<file path="src/rtl/fetch_decode_stage_pkg.sv">
// fetch_decode_stage_pkg
//   Core-wide definitions shared by the fetch/decode slice: instruction field
//   bit positions, reset PC default, NOP encoding, the fetch state enum and a
//   word-alignment helper.
//   Optional feature macro: FETCH_DELAY_SLOT_EN (adds S_DS_PEND).
package fetch_decode_stage_pkg;

  localparam int OPC_HI = 31;
  localparam int OPC_LO = 26;
  localparam int RS_HI  = 25;
  localparam int RS_LO  = 21;
  localparam int RT_HI  = 20;
  localparam int RT_LO  = 16;
  localparam int RD_HI  = 15;
  localparam int RD_LO  = 11;
  localparam int SH_HI  = 10;
  localparam int SH_LO  = 6;
  localparam int FN_HI  = 5;
  localparam int FN_LO  = 0;
  localparam int IMM_HI = 15;
  localparam int IMM_LO = 0;

  localparam logic [31:0] RESET_PC_DEFAULT = 32'h0000_0000;
  localparam logic [31:0] NOP_INSTR        = 32'h0000_0000;

  typedef enum logic [1:0] {
    S_FETCH   = 2'd0,
    S_HOLD    = 2'd1
`ifdef FETCH_DELAY_SLOT_EN
    ,S_DS_PEND = 2'd2
`endif
  } fetch_state_t;

  function automatic logic [31:0] word_align(input logic [31:0] addr);
    return addr & ~32'h0000_0003;
  endfunction

endpackage

</file>
<file path="src/rtl/fetch_decode_stage_skid_buffer.sv">
// fetch_skid_buffer
//   Single-entry {instr, pc} holding register. Captures a fetched word that
//   could not enter IF/ID because the hazard unit was stalling.
//   Ports:
//     clk, rst_n          clock, synchronous active-low reset
//     load                capture {load_instr, load_pc}
//     unload              entry consumed by IF/ID, buffer empties
//     clear               discard the entry (redirect)
//     load_instr/load_pc  data to capture
//     full                buffer holds an entry
//     instr/pc            held entry
module fetch_skid_buffer (
  input  logic        clk,
  input  logic        rst_n,
  input  logic        load,
  input  logic        unload,
  input  logic        clear,
  input  logic [31:0] load_instr,
  input  logic [31:0] load_pc,
  output logic        full,
  output logic [31:0] instr,
  output logic [31:0] pc
);

  always_ff @(posedge clk) begin
    if (!rst_n) begin
      full  <= 1'b0;
      instr <= '0;
      pc    <= '0;
    end else if (clear) begin
      full <= 1'b0;
    end else if (load) begin
      full  <= 1'b1;
      instr <= load_instr;
      pc    <= load_pc;
    end else if (unload) begin
      full <= 1'b0;
    end
  end

endmodule

</file>
<file path="src/rtl/fetch_decode_stage.sv">
// fetch_decode_stage
//   Instruction fetch unit plus IF/ID register. Owns the PC, fetches words
//   over a req/ack handshake, holds the fetched word in IF/ID and slices it
//   into decode fields.
//   Optional feature macro: FETCH_DELAY_SLOT_EN (MIPS branch delay slot).
//   Ports:
//     clk, rst_n                clock, synchronous active-low reset
//     imem_addr/req             fetch address (= pc) and request
//     imem_rdata/ack            returned word and completion strobe
//     stall                     hazard unit holds IF/ID
//     redirect/redirect_pc      taken branch/jump and its target
//     id_valid/pc/pc_plus4      IF/ID status and address
//     id_instr + field slices   raw instruction and decode fields
//
//   state     | meaning
//   S_FETCH   | request outstanding at pc
//   S_HOLD    | fetched word parked in skid buffer, waiting for stall to drop
//   S_DS_PEND | redirect seen, fetching the delay slot before jumping
module fetch_decode_stage
  import fetch_decode_stage_pkg::*;
#(
  parameter logic [31:0] RESET_PC    = RESET_PC_DEFAULT,
  parameter logic [31:0] FLUSH_INSTR = NOP_INSTR
) (
  input  logic        clk,
  input  logic        rst_n,
  output logic [31:0] imem_addr,
  output logic        imem_req,
  input  logic [31:0] imem_rdata,
  input  logic        imem_ack,
  input  logic        stall,
  input  logic        redirect,
  input  logic [31:0] redirect_pc,
  output logic        id_valid,
  output logic [31:0] id_pc,
  output logic [31:0] id_pc_plus4,
  output logic [31:0] id_instr,
  output logic [5:0]  id_opcode,
  output logic [4:0]  id_rs,
  output logic [4:0]  id_rt,
  output logic [4:0]  id_rd,
  output logic [4:0]  id_shamt,
  output logic [5:0]  id_funct,
  output logic [15:0] id_imm16
);

  fetch_state_t state;
  logic [31:0]  pc;
  logic         skid_load;
  logic         skid_unload;
  logic         skid_clear;
  logic         skid_full;
  logic [31:0]  skid_instr;
  logic [31:0]  skid_pc;
  logic         fetching;
  logic         take_ack;

`ifdef FETCH_DELAY_SLOT_EN
  logic [31:0]  ds_target;
`endif

  assign fetching  = (state != S_HOLD);
  assign imem_req  = rst_n && fetching;
  assign imem_addr = pc;

  // An acked word is kept unless a flush-style redirect drops it.
`ifdef FETCH_DELAY_SLOT_EN
  assign take_ack   = fetching && imem_ack;
  assign skid_clear = 1'b0;
`else
  assign take_ack   = fetching && imem_ack && !redirect;
  assign skid_clear = redirect;
`endif
  assign skid_load   = rst_n && take_ack && stall;
  assign skid_unload = rst_n && (state == S_HOLD) && !stall;

  fetch_skid_buffer u_skid (
    .clk        (clk),
    .rst_n      (rst_n),
    .load       (skid_load),
    .unload     (skid_unload),
    .clear      (skid_clear),
    .load_instr (imem_rdata),
    .load_pc    (pc),
    .full       (skid_full),
    .instr      (skid_instr),
    .pc         (skid_pc)
  );

  always_ff @(posedge clk) begin
    if (!rst_n) begin
      state    <= S_FETCH;
      pc       <= RESET_PC;
      id_valid <= 1'b0;
      id_instr <= FLUSH_INSTR;
      id_pc    <= '0;
`ifdef FETCH_DELAY_SLOT_EN
      ds_target <= '0;
`endif
    end
`ifndef FETCH_DELAY_SLOT_EN
    else if (redirect) begin
      pc       <= word_align(redirect_pc);
      id_valid <= 1'b0;
      id_instr <= FLUSH_INSTR;
      state    <= S_FETCH;
    end
`endif
    else begin
      case (state)
        S_HOLD: begin
          if (!stall && skid_full) begin
            id_instr <= skid_instr;
            id_pc    <= skid_pc;
            id_valid <= 1'b1;
            state    <= S_FETCH;
          end
`ifdef FETCH_DELAY_SLOT_EN
          // The parked word already is the delay slot; just retarget pc.
          if (redirect) pc <= word_align(redirect_pc);
`endif
        end
        default: begin
          if (imem_ack) begin
            if (!stall) begin
              id_instr <= imem_rdata;
              id_pc    <= pc;
              id_valid <= 1'b1;
            end
            state <= stall ? S_HOLD : S_FETCH;
`ifdef FETCH_DELAY_SLOT_EN
            if (redirect)               pc <= word_align(redirect_pc);
            else if (state == S_DS_PEND) pc <= ds_target;
            else                         pc <= pc + 32'd4;
`else
            pc <= pc + 32'd4;
`endif
          end else begin
            if (!stall) begin
              id_valid <= 1'b0;
              id_instr <= FLUSH_INSTR;
            end
`ifdef FETCH_DELAY_SLOT_EN
            if (redirect) begin
              ds_target <= word_align(redirect_pc);
              state     <= S_DS_PEND;
            end
`endif
          end
        end
      endcase
    end
  end

  assign id_pc_plus4 = id_pc + 32'd4;
  assign id_opcode   = id_instr[OPC_HI:OPC_LO];
  assign id_rs       = id_instr[RS_HI:RS_LO];
  assign id_rt       = id_instr[RT_HI:RT_LO];
  assign id_rd       = id_instr[RD_HI:RD_LO];
  assign id_shamt    = id_instr[SH_HI:SH_LO];
  assign id_funct    = id_instr[FN_HI:FN_LO];
  assign id_imm16    = id_instr[IMM_HI:IMM_LO];

endmodule

</file>
<file path="config.mk">
export PLATFORM = sky130hd
export DESIGN_NAME = fetch_decode_stage
export DESIGN_NICKNAME = d
export VERILOG_FILES = /design/src/rtl/fetch_decode_stage_pkg.sv /design/src/rtl/fetch_decode_stage_skid_buffer.sv /design/src/rtl/fetch_decode_stage.sv
export SDC_FILE = /design/constraint.sdc
export NUM_CORES = 1
export LEC_CHECK = 0
export BUFFER_PORTS_ARGS = -buffer_cell sky130_fd_sc_hd__buf_2
export CAP_MARGIN = 10
export CORE_AREA = 2 2 165 207
export CTS_CLUSTER_DIAMETER = 80
export DETAILED_ROUTE_END_ITERATION = 10
export DIE_AREA = 0 0 167 209
export PLACE_DENSITY_LB_ADDON = 0.08
export SYNTH_ARGS = -nofsm -noshare
export SYNTH_HDL_FRONTEND = slang
export SYNTH_HIERARCHICAL = 1
export SYNTH_SLANG_ARGS = --single-unit
</file>
<file path="constraint.sdc">
create_clock -name clk -period 5.95 [get_ports clk]
set_input_delay 0.2975 -clock clk [delete_from_list [all_inputs] [get_ports clk]]
set_output_delay 0.2975 -clock clk [all_outputs]
set_load 0.05 [all_outputs]
</file>
==> summary.txt, run 1 <==
STA
  • Post-route minimum period: 3.057 ns
  • Slack of the critical path: 2.893 ns
  • Highest achievable clock rate: 327.1 MHz
  • RSZ-0062 raised after global routing: false
  • Final setup viols: 0
  • Final clock period utilization by the worst path: 0.5137
  • Post-Route Setup TNS: 0 ns
  • Final count of pins violating max slew: 0
  • Setup skew after layout: 0.008579 ns
  • Tightest Pin Transition: 1.061 ns
  • Count of endpoints failing hold in the final timing report: 0
  • Relative slew slack: 0.2912
  • Hold slack final: 0.1017 ns

Logic synthesis
  • Flops & latches, synth: 161
  • Warning count from the yosys run: 6
  • Syn avg cell area: 8.664 sq um
  • Number of standard cells after synthesis: 939
  • Ys async rst share: 0
  • Primary FF master, synth: dfxtp_1
  • Sequential share of the synthesized area: 0.3962
  • Number of library cell types mapped by synthesis: 48
  • Count of flip-flops with a built-in enable after synthesis: 0
  • Summed instance area of the synthesized netlist: 0.008135 sq mm

GRT
  • Total global routing overflow: 0
  • Initial antenna violation count: 3
  • Global-route wire length before repair: 39.41 mm
  • Vias in the first global route: 6739
  • Pin count of the biggest net entering global routing: 68
  • Gr usage total: 0.1424

Setup path
  • Element type at the critical path start: flop
  • Endpoint class of the critical path: flop
  • FF-to-FF setup slack: 2.89 ns
  • Last element of the critical path: id_pc[21]$_SDFFE_PN0P_
  • RR Endpoint: id_pc[21]$_SDFFE_PN0P_
  • Crit Path Category: flop to flop
  • Arrival time at the worst endpoint: 3.38 ns
  • Worst-path fanout max: 64
  • Reg-to-reg startpoint: state[0]$_SDFFE_PP0P_
  • CP Data Required Time: 6.27 ns
  • Startpoint of the worst setup timing path: state[0]$_SDFFE_PP0P_
  • Depth of the worst register-to-register path: 6

Power
  • Maximum resistive drop on vdd: 0.1614 mV
  • Power per cell area: 280.9 mW/mm^2
  • Internal power: 1850 uW
  • Combinational share of power: 0.173
  • Seq pwr share: 0.429
  • Switching power summed over all nets: 896.9 uW
  • Sw Share: 0.3265
  • Clock power share: 0.399
  • Leakage dissipation: 0.003996 uW

Detailed routing
  • Post-route antenna net violation count: 0
  • Number of vias per cell after detailed routing: 4.644
  • Number of DRC markers after the initial detailed-route iteration: 298
  • Number of design rule violations left after detail routing: 0
  • Routed wire length: 24.45 mm
  • DR vias: 7077
  • Number of detailed-routing iterations run before antenna repair: 4
  • Average detailed-routed wire length per instance: 16.04 microns

Final layout
  • Fin util: 0.2952
  • Filler cell count in the final layout: 3606
  • Layout overhead on the synthesized area: 20.21%
  • Cell area after layout: 0.009779 sq mm
  • Number of nets in the final layout: 1158
  • Ratio of cells with drive above 1 in the final layout: 0.2655

Clock network
  • TritonCTS clock tree: yes
  • Clock sink count: 161
  • Buffer cell driving the clock tree root: clkbuf_16
  • Clock buffer count from CTS: 17
  • Deepest level of the CTS H-tree: 4
  • Clock slew at reported path FFs: 0.06 ns
  • Maximum buffer depth of the clock tree: 2
  • Clock latency of the later-clocked register in the worst-skew pair: 0.43 ns
  • Number of gates resized after CTS: 0
  • Number of setup buffers added after CTS: 0
  • Count of hold buffers inserted by post-cts repair: 0

Placed design
  • DPL Wire Length: 16.41 mm
  • Post-DP Area: 0.009200 sq mm
  • Worst-case setup slack after placement: 2.759 ns
  • Final Wtd Congestion: 0.6803
  • I/O Buffers: 242

Min path
  • Startpoint of the lowest-slack hold path: redirect_pc[3]
  • Worst min path class: primary input to flop

Floorplan
  • Starting utilization of the core area: 0.2456
  • Vert. Die Dim: 209 microns
  • Floorplan die area: 0.03490 sq mm
  • I/O pin total: 247
  • Core Region: 0.03313 sq mm
  • Rows: 75
  • Horiz. Die Dim: 167 microns

Job
  • Count of max-cap constraint violations: 0

Outcome
  • Run status: completed
==> layout by cell type, fill, tap and decap left out, drive strengths merged, types with 15 or more instances in the layout <==
master    n
o21ai    25
dfxtp   161
mux2i    94
xor2     27
a211oi   64
nand2   151
clkbuf   22
a31oi    15
buf     251
nand3    25
a22oi    32
nor2     80
==> worst min path at each step <==
stage | end | slack, ns | cells past startpoint
after floorplan | imem_addr[29]$_SDFFE_PN0P_ | 0.43 | 2
after global placement | u_skid/pc[5]$_SDFFE_PN0P_ | 0.44 | 2
after detailed placement | u_skid/pc[1]$_SDFFE_PN0P_ | 0.45 | 2
after CTS | imem_addr[3]$_SDFFE_PN0P_ | 0.07 | 2
after global routing | imem_addr[3]$_SDFFE_PN0P_ | 0.08 | 2
final | imem_addr[3]$_SDFFE_PN0P_ | 0.10 | 2
==> synthesized netlist by cell type, types with 12 or more instances <==
cell type,count,area [sq um]
nor2_1,80,300.3
nand2_1,151,566.8
dfxtp_1,161,3223
nand4_1,12,75.07
a22oi_1,32,240.2
buf_4,54,405.4
a31oi_1,15,93.84
nand3_1,25,125.1
nor3_1,12,60.06
a211oi_1,64,480.5
mux2i_1,94,940.9
o21ai_0,25,125.1
xor2_1,27,236.5
clkbuf_1,41,153.9
==> power groups by stage <==
stage / Sequential (uW) / Clock, uW / Combinational [uW]
6_report: 1180 / 1100 / 474
5_1_grt: 1190 / 1190 / 509
4_1_cts: 1180 / 1150 / 483
3_5_place_dp: 1200 / 0 / 482
3_3_place_gp: 1200 / 0 / 481
2_1_floorplan: 1300 / 0 / 259
==> kinds of logic after synthesis <==
kind of cell / after synthesis / share of synthesized area
other cells: 1 / 0.0004610
fa+ha+maj: 2 / 0.003075
mux: 94 / 0.1157
simple gates: 337 / 0.1916
compound gates: 170 / 0.1478
xor+xnor: 38 / 0.04091
buf+inv: 136 / 0.1043
flops: 161 / 0.3962
==> layout make-up <==
type	count	area, sq um	share of cell area
well taps	423	529.3	0.05412
repair buffers	251	1294	0.1323
multi-input cells	645	4109	0.4202
flip-flops and latches	161	3227	0.3300
clock buffers	22	474.2	0.04849
inverters	11	41.29	0.004222
diodes	1	2.502	0.0002559
clock inverters	10	102.6	0.01049
==> critical path, cell delays in order (launching register included) <==
cell and delay, ns:
dfxtp_4 0.68, buf_4 0.66, nor2_1 0.25, a2111oi_4 0.35
buf_4 0.57, o211ai_1 0.20, o211a_1 0.16
==> sequential cells by signal (all words and copies together) (netlist names) <==
name and cells:
id_pc 32, id_valid 1, u_skid/full 1, u_skid/instr 32, state 1, id_instr 32, imem_addr 30, u_skid/pc 32
==> per-stage QoR <==
stage | instances | power [uW]
2_1_floorplan | 942 | 1564
3_3_place_gp | 1491 | 1684
3_5_place_dp | 1491 | 1686
4_1_cts | 1523 | 2809
5_1_grt | 1524 | 2890
6_report | 1524 | 2747
==> routing by layer <==
layer	routed length, microns	vias up	global-route usage
met5	30	-	0
met4	236	4	0.03567
met3	1295	20	0.03447
met2	11660	177	0.2384
met1	11230	3289	0.1839
li1	-	3587	-
Power figures use the tool's default switching activity.
==> run 2, diff against run 1 <==
Clock period 5.95 ns to 2.49 ns, I/O delays scaled along.
==> summary.txt, run 2 (synthesis gave the netlist of run 1 again) <==
Outcome
  • Run status: completed

STA
  • Relative slew slack: 0.6285
  • Final count of pins violating max slew: 0
  • Tightest Pin Transition: 0.5572 ns
  • Final setup viols: 0
  • Post-route minimum period: 2.343 ns
  • Setup skew after layout: 0.01026 ns
  • Count of endpoints failing hold in the final timing report: 0
  • Highest achievable clock rate: 426.9 MHz
  • Final clock period utilization by the worst path: 0.9408

Final layout
  • Most common library cell in the layout ignoring fill and taps: buf_2
  • Layout overhead on the synthesized area: 32.16%
  • Fin cells: 1602
  • Highest-count cells in the layout ignoring fill and taps: 238 x buf_2, 159 x dfxtp_1, 151 x nand2_1
  • Cell area after layout: 0.01075 sq mm
  • Ratio of cells with drive above 1 in the final layout: 0.2914
  • Number of nets in the final layout: 1235

GRT
  • Initial antenna violation count: 3
  • Global-route wire length before repair: 40.06 mm
  • Pin count of the biggest net entering global routing: 107
  • Gr usage total: 0.1443
  • Total global routing overflow: 0
  • Vias in the first global route: 7020

Floorplan
  • Rows: 75
  • Vert. Die Dim: 209 microns
  • Core Region: 0.03313 sq mm
  • Horiz. Die Dim: 167 microns
  • Starting utilization of the core area: 0.2456
  • I/O pin total: 247
  • Floorplan die area: 0.03490 sq mm

Power
  • Power per cell area: 639.5 mW/mm^2
  • Maximum resistive drop on vdd: 0.4345 mV
  • Leakage dissipation: 0.004380 uW

Clock network
  • Maximum buffer depth of the clock tree: 2
  • TritonCTS clock tree: yes
  • Deepest level of the CTS H-tree: 4
  • Buffer cell driving the clock tree root: clkbuf_16
  • Clock buffer count from CTS: 17
  • Clock slew at reported path FFs: 0.07 ns
  • Clock sink count: 161
  • Clock latency of the later-clocked register in the worst-skew pair: 0.43 ns

Detailed routing
  • Average detailed-routed wire length per instance: 16.01 microns
  • Number of vias per cell after detailed routing: 4.572
  • Number of detailed-routing iterations run before antenna repair: 4
  • Post-route antenna net violation count: 0
  • Number of design rule violations left after detail routing: 0
  • Number of DRC markers after the initial detailed-route iteration: 256
  • DR vias: 7325
  • Routed wire length: 25.64 mm

Placed design
  • Post-DP Area: 0.009500 sq mm
  • Dpl cells: 1514
  • DPL Wire Length: 17.19 mm
  • I/O Buffers: 242
  • Final Wtd Congestion: 0.6925

Setup path
  • FF-to-FF setup slack: 0.41 ns
  • Crit Path Category: flop to primary output
  • Depth of the worst register-to-register path: 4
  • RR Endpoint: imem_addr[28]$_SDFFE_PN0P_
  • Worst-path fanout max: 12
  • Element type at the critical path start: flop
  • Reg-to-reg startpoint: imem_addr[12]$_SDFFE_PN0P_
  • Last element of the critical path: id_pc_plus4[21]
  • Startpoint of the worst setup timing path: id_pc[11]$_SDFFE_PN0P_
  • Arrival time at the worst endpoint: 2.22 ns
  • Endpoint class of the critical path: primary output
  • CP Data Required Time: 2.37 ns

Min path
  • Startpoint of the lowest-slack hold path: redirect_pc[13]
  • Worst min path class: primary input to flop

Job
  • Count of max-cap constraint violations: 0
[run 2: changes by cell type in the layout (fill, tap and decap cells not counted), sizes merged, moves of 2 or more]
cell / change
dlygate4sd3: +54
buf: +20
clkinv: +3
clkinvlp: -3
bufinv: +2
clkbuf: +2
[run 2: power breakdown]
| group | leakage (uW) | switching, uW | total, uW | internal, uW |
|---|---|---|---|---|
| Clock | 0.000300 | 1150 | 2820 | 1670 |
| Combinational | 0.00277 | 894 | 1260 | 370 |
| Sequential | 0.00131 | 127 | 2800 | 2670 |
[run 2: area by class of cell]
| class | count | area [sq um] |
|---|---|---|
| diodes | 2 | 5.005 |
| clock buffers | 21 | 470.5 |
| clock inverters | 11 | 153.9 |
| fillers | 3553 | 22370 |
| inverters | 11 | 41.29 |
| multi-input cells | 645 | 4272 |
| flip-flops and latches | 161 | 3228 |
| well taps | 423 | 529.3 |
| repair buffers | 328 | 2052 |
[run 2: worst min-delay path by stage]
| stage | endpoint | cells after the start | slack, ns |
|---|---|---|---|
| final | imem_addr[13]$_SDFFE_PN0P_ | 3 | 0.02 |
| after detailed placement | imem_addr[3]$_SDFFE_PN0P_ | 2 | 0.36 |
| after CTS | imem_addr[13]$_SDFFE_PN0P_ | 3 | 0.003 |
| after global routing | imem_addr[14]$_SDFFE_PN0P_ | 3 | 0.02 |
| after global placement | imem_addr[3]$_SDFFE_PN0P_ | 2 | 0.36 |
| after floorplan | imem_addr[29]$_SDFFE_PN0P_ | 2 | 0.26 |
[run 2: through the flow]
step | setup slack (ns) | hold WS [ns] | TNS (ns) | util | power [uW]
6_report | 0.1475 | 0.01989 | 0 | 0.3246 | 6875
5_1_grt | -0.007457 | 0.01842 | -0.01276 | 0.3244 | 7186
4_1_cts | -0.1089 | 0.003072 | -0.3698 | 0.3223 | 7021
3_5_place_dp | 0.2799 | 0.3622 | 0 | 0.2868 | 4071
3_3_place_gp | 0.2987 | 0.3576 | 0 | 0.2868 | 4067
2_1_floorplan | 0.03132 | 0.2576 | 0 | - | 3745
[run 2: metal layers]
| layer | GRT usage | vias to the layer above | part of all wire |
|---|---|---|---|
| li1 | - | 3719 | - |
| met1 | 0.1879 | 3414 | 0.48 |
| met2 | 0.2429 | 181 | 0.47 |
| met3 | 0.03068 | 9 | 0.044 |
| met4 | 0.03656 | 2 | 0.0066 |
| met5 | 0 | - | 0.00027 |
[run 2: worst max-delay path, cell delays in order, from the launching register on]
cell      delay (ns)
dfxtp_1         0.43
and3_2          0.27
nand3_4         0.18
buf_4           0.23
nor3_1          0.30
xor2_2          0.15
clkbuf_4        0.24
[run 2: repair_timing]
action / in CTS / in global routing
resized for setup: 2 / 17
setup buffers: 0 / 0
gates cloned: 0 / 0
hold buffers: 54 / 0
setup endpoints to repair: 14 / 13
hold endpoints to repair: 54 / 0
